File: src/rtl/switch_pkg.sv
// switch_in shared constants: read-bus address map and data width.
// Imported by switch_debounce and switch_in.
package switch_pkg;

  localparam int RDATA_W = 16;

  localparam logic [1:0] SW_ADDR_LO   = 2'b00;
  localparam logic [1:0] SW_ADDR_BTN  = 2'b01;
  localparam logic [1:0] SW_ADDR_HI   = 2'b10;
  localparam logic [1:0] SW_ADDR_FLAG = 2'b11;

endpackage

File: src/rtl/switch_debounce.sv
// 2-FF synchroniser plus whole-vector debounce counter.
// A new value is accepted after DEBOUNCE_CYCLES stable cycles.
module switch_debounce
  import switch_pkg::*;
#(
  parameter int W               = 1,
  parameter int DEBOUNCE_CYCLES = 500000
) (
  input  logic         clk,
  input  logic         rst,
  input  logic [W-1:0] raw,
  output logic [W-1:0] stable
);

  localparam int CNT_W = $clog2(DEBOUNCE_CYCLES);
  localparam logic [CNT_W-1:0] CNT_LAST = CNT_W'(DEBOUNCE_CYCLES - 1);

  logic [W-1:0]     meta;
  logic [W-1:0]     sync;
  logic [CNT_W-1:0] cnt;

  // meta != sync means sync takes a new value this edge: restart the count
  always_ff @(posedge clk) begin
    if (rst) begin
      meta   <= '0;
      sync   <= '0;
      stable <= '0;
      cnt    <= '0;
    end else begin
      meta <= raw;
      sync <= meta;
      if (sync == stable) begin
        cnt <= '0;
      end else if (meta != sync) begin
        cnt <= '0;
      end else if (cnt == CNT_LAST) begin
        stable <= sync;
        cnt    <= '0;
      end else begin
        cnt <= cnt + 1'b1;
      end
    end
  end

endmodule

File: src/rtl/switch_in.sv
// Memory-mapped switch/button input port with sticky press flag.
// Define SWITCH_IRQ_EN to add the switch_irq output.
module switch_in
  import switch_pkg::*;
#(
  parameter int NUM_SW          = 16,
  parameter int DEBOUNCE_CYCLES = 500000
) (
  input  logic               switch_clk,
  input  logic               switchrst,
  input  logic               switchcs,
  input  logic               switchread,
  input  logic [1:0]         switchaddr,
  input  logic [NUM_SW-1:0]  sw_in,
  input  logic               btn_in,
`ifdef SWITCH_IRQ_EN
  output logic               switch_irq,
`endif
  output logic [RDATA_W-1:0] switchrdata,
  output logic               switchrvalid
);

  logic [NUM_SW-1:0]  sw_stable;
  logic               btn_stable;
  logic               btn_d;
  logic               pressed;
  logic               rd_ok;
  logic               btn_rise;
  logic [RDATA_W-1:0] rsel;

  switch_debounce #(
    .W               (NUM_SW),
    .DEBOUNCE_CYCLES (DEBOUNCE_CYCLES)
  ) u_sw_db (
    .clk    (switch_clk),
    .rst    (switchrst),
    .raw    (sw_in),
    .stable (sw_stable)
  );

  switch_debounce #(
    .W               (1),
    .DEBOUNCE_CYCLES (DEBOUNCE_CYCLES)
  ) u_btn_db (
    .clk    (switch_clk),
    .rst    (switchrst),
    .raw    (btn_in),
    .stable (btn_stable)
  );

  assign rd_ok    = switchcs & switchread;
  assign btn_rise = btn_stable & ~btn_d;

  always_comb begin
    rsel = '0;
    case (switchaddr)
      SW_ADDR_LO:   rsel = {8'h00, sw_stable[7:0]};
      SW_ADDR_HI:   rsel = {8'h00, sw_stable[15:8]};
      SW_ADDR_BTN:  rsel = {15'b0, btn_stable};
      SW_ADDR_FLAG: rsel = {15'b0, pressed};
      default:      rsel = '0;
    endcase
  end

  // A rise beats a same-cycle read-clear so no press is lost
  always_ff @(posedge switch_clk) begin
    if (switchrst) begin
      btn_d        <= 1'b0;
      pressed      <= 1'b0;
      switchrvalid <= 1'b0;
      switchrdata  <= '0;
    end else begin
      btn_d        <= btn_stable;
      switchrvalid <= rd_ok;
      switchrdata  <= rd_ok ? rsel : '0;
      if (btn_rise)
        pressed <= 1'b1;
      else if (rd_ok && switchaddr == SW_ADDR_FLAG)
        pressed <= 1'b0;
    end
  end

`ifdef SWITCH_IRQ_EN
  always_ff @(posedge switch_clk) begin
    if (switchrst)
      switch_irq <= 1'b0;
    else
      switch_irq <= pressed;
  end
`endif

endmodule

File: config.mk
export PLATFORM = sky130hd
export DESIGN_NAME = switch_in
export DESIGN_NICKNAME = d
export VERILOG_FILES = /design/src/rtl/switch_pkg.sv /design/src/rtl/switch_debounce.sv /design/src/rtl/switch_in.sv
export SDC_FILE = /design/constraint.sdc
export NUM_CORES = 1
export LEC_CHECK = 0
export CAP_MARGIN = 20
export CORE_MARGIN = 2
export CORE_UTILIZATION = 40
export CTS_CLUSTER_SIZE = 14
export DETAILED_ROUTE_END_ITERATION = 8
export HOLD_SLACK_MARGIN = 0.03
export PLACE_DENSITY = 0.59
export SLEW_MARGIN = 30
export SYNTH_ARGS = -nofsm -noshare
export SYNTH_HDL_FRONTEND = slang
export SYNTH_SLANG_ARGS = --single-unit
File: constraint.sdc
create_clock -name switch_clk -period 2.2 [get_ports switch_clk]
set_input_delay 0.44 -clock switch_clk [delete_from_list [all_inputs] [get_ports switch_clk]]
set_output_delay 0.44 -clock switch_clk [all_outputs]
set_load 0.02 [all_outputs]
==> impl_metrics.tcl <==
set metrics [dict create \
    p_leak_nw 1.73 \
    start_kind "register" \
    rows 37 \
    antenna_found_initial 0 \
    initial_core_util_pct 41.1 \
    p_sw_mw 0.753 \
    ys_ff_latch 100 \
    placed_area_um2 4660 \
    area_growth_pct 14.5 \
    drive_above_1_share_pct 9.36 \
    power_frac_comb_pct 6.1 \
    cts_tree "built" \
    cts_setup_buffers 0 \
    synthAdderAreaFrac_pct 0.590 \
    p_seq_share_pct 58.0 \
    clock.fmax_ghz 0.498 \
    synth_warnings 0 \
    gp_congestion 0.822 \
    dominantRegCellSynth "dfxtp_1" \
    cp_cell_sequence "xor2_1 -> nor4_4 -> nand4_4 -> or4_4 -> nor2_1" \
    timing_hold_violations_final 0 \
    min_path_cells 2 \
    ant_nets 0 \
    worst-slew-pin-transition_ns 0.521 \
    endpoint_kind "register" \
    seqCellArea_um2 2000 \
    ir_drop_uv 383 \
    grt_max_degree 50 \
    reg2reg_depth 5 \
    syn_area_um2 4240 \
    slew_viol_final 0 \
    grt_overflow 0 \
    synth_xor_area_share_pct 13.6 \
    hpwl_mm 5.78 \
    clock-sinks 100 \
    drc 0 \
    setup_viol 0 \
    cts_root_buf "clkbuf_8" \
    grt_pass1_vias 2842 \
    cts_buffer_depth 2 \
    syn_inst 435 \
    core_area_um2 10300 \
    cts_inserted_buffers 9 \
    final_nets 490 \
    fillers 995 \
    fin_crit_sh_pct 91.3 \
    via_per_inst 4.91 \
    final_common_cell "dfxtp_1" \
    drt_iter0_drc 108 \
    grt_util_all_layers_pct 15.0 \
    skew_ns 0.00746 \
    clk_pin_slew_ns 0.09 \
    power_frac_clock_pct 35.9 \
    synth_mux_area_share_pct 2.18 \
    slew-limit-headroom_pct 65.0 \
    synth-compound-area-share_pct 5.43 \
    postLayoutCellArea_um2 4860 \
    crit_path_max_fanout 19 \
    synth_top_family_by_area "simple AND/OR/NAND/NOR gates" \
    pin_count 40 \
    cp_slowest_cell "or4_4" \
    crit_type "reg2reg" \
    arrival_ns 2.29 \
    whs_ns 0.374 \
    synth-edff-count 0 \
    htree_levels 3 \
    worstPathRequired_ns 2.49 \
    fin_crit_ns 2.01 \
    vias 2973 \
    critPathMaxStageDelay_ns 0.74 \
    routed_wirelength_mm 7.95 \
    wl_per_cell_um 13.1 \
    fin_tns_setup_ns 0 \
    avgSynthCellArea_um2 9.75 \
    final_core_util_pct 47.1 \
    yosys.area_share.simple_pct 26.7 \
    status "finished clean" \
    fp.dieW_um 107 \
    dieArea_um2 11400 \
    antenna_cells 0 \
    grt_pass1_wl_mm 13.7 \
    final_cell_mix "100 x dfxtp_1, 48 x xor2_1, 46 x nor2_1" \
    drv_cap 0 \
    insertion_delay_ns 0.35 \
    io_buffers 31 \
    cts_resized 0 \
    hp-class "in2reg" \
    multi_input_area_um2 2090 \
    powerDensity_nw_per_um2 662 \
    synthDistinctLibCells 38 \
    swShare_pct 23.4 \
    rsz0062_at_grt "false" \
    ys_seq_area_share_pct 47.2 \
    async_reset_ff_share_pct 0 \
    intPower_mw 2.47 \
    hold_buffers 0 \
    die_h_um 107 \
    finalPower_mw 3.22 \
    dr.pass1.iters 4 \
]
==> layout make-up <==
cell class	instances	area share, %
Clock inverter	7	1.52
Tap cell	136	3.50
Sequential cell	100	41.2
Inverter	5	0.386
Multi-Input combinational cell	308	43.0
Clock buffer	9	2.55
Timing Repair Buffer	41	7.83
==> state kept, by name, summed over array words and instances, names as in the netlist <==
register and count:
u_sw_db.stable 16, switchrvalid 1, u_sw_db.cnt 19, u_sw_db.meta 16, u_sw_db.sync 16, u_btn_db.stable 1, u_btn_db.sync 1, u_btn_db.cnt 19
switchrdata 8, u_btn_db.meta 1, pressed 1, btn_d 1
==> kinds of logic after synthesis <==
family / after synthesis
buffers and inverters: 34
adder cells (fa/ha/maj): 2
AND/OR/NAND/NOR: 186
XOR/XNOR: 66
AO/OA/AOI/OAI: 38
flip-flops: 100
other: 1
multiplexers: 8
==> synth_stat cells, types with 3 or more instances <==
master | number | area (um2)
dfxtp_1 | 100 | 2000
xor2_1 | 48 | 420
nor2_1 | 46 | 173
nor2b_1 | 34 | 213
nand4_1 | 25 | 156
a21oi_1 | 19 | 95.1
xnor2_1 | 18 | 158
clkbuf_1 | 16 | 60.1
nand3_1 | 16 | 80.1
o31ai_1 | 16 | 120
nand2_1 | 14 | 52.6
buf_4 | 8 | 60.1
nor2_4 | 8 | 90.1
mux2i_1 | 7 | 70.1
nor3_1 | 7 | 35.0
nor4_1 | 7 | 43.8
and4_1 | 6 | 52.6
inv_1 | 5 | 18.8
and3_1 | 4 | 25.0
nor4_4 | 4 | 85.1
o21ai_0 | 3 | 15.0
or3_1 | 3 | 18.8
==> power groups by stage <==
stage          Combinational (mW)  Sequential, mW  Clock (mW)
6_report                    0.196            1.87        1.15
5_1_grt                     0.214            1.87        1.28
4_1_cts                     0.198            1.87        1.20
3_5_place_dp                0.197            1.91           0
3_3_place_gp                0.199            1.91           0
2_1_floorplan               0.142            1.90           0
==> metal layers <==
| layer | part of all wire, % | track usage, % |
|---|---|---|
| met3 | 4.4 | 2.31 |
| met4 | 0.99 | 6.22 |
| met1 | 51 | 21.8 |
| met2 | 44 | 22.1 |
| met5 | 0 | 0 |
==> through the flow <==
step                setup WS [ns]  std cells
detailed placement          0.191        590
global placement            0.243        590
finish                      0.192        606
floorplan                   0.214        442
CTS                         0.174        606
global route               0.0812        606
==> worst max-delay path: cells and delay by family, from the launching register on <==
kind | cells | cell delay [ns]
xor gates and xnor gates | 1 | 0.20
DFF | 1 | 0.38
and+or+nand+nor | 4 | 1.37
==> path summary, 6_finish.rpt <==
check | slack [ns] | start | end
min reg2reg | 0.47 | u_btn_db.cnt[0] | u_btn_db.cnt[0]
max reg2reg | 0.19 | u_sw_db.sync[1] | u_sw_db.cnt[9]
max | 0.19 | u_sw_db.sync[1] | u_sw_db.cnt[9]
min | 0.37 | switchrst | u_btn_db.sync
Note: power is estimated with default switching activity, not from simulation.
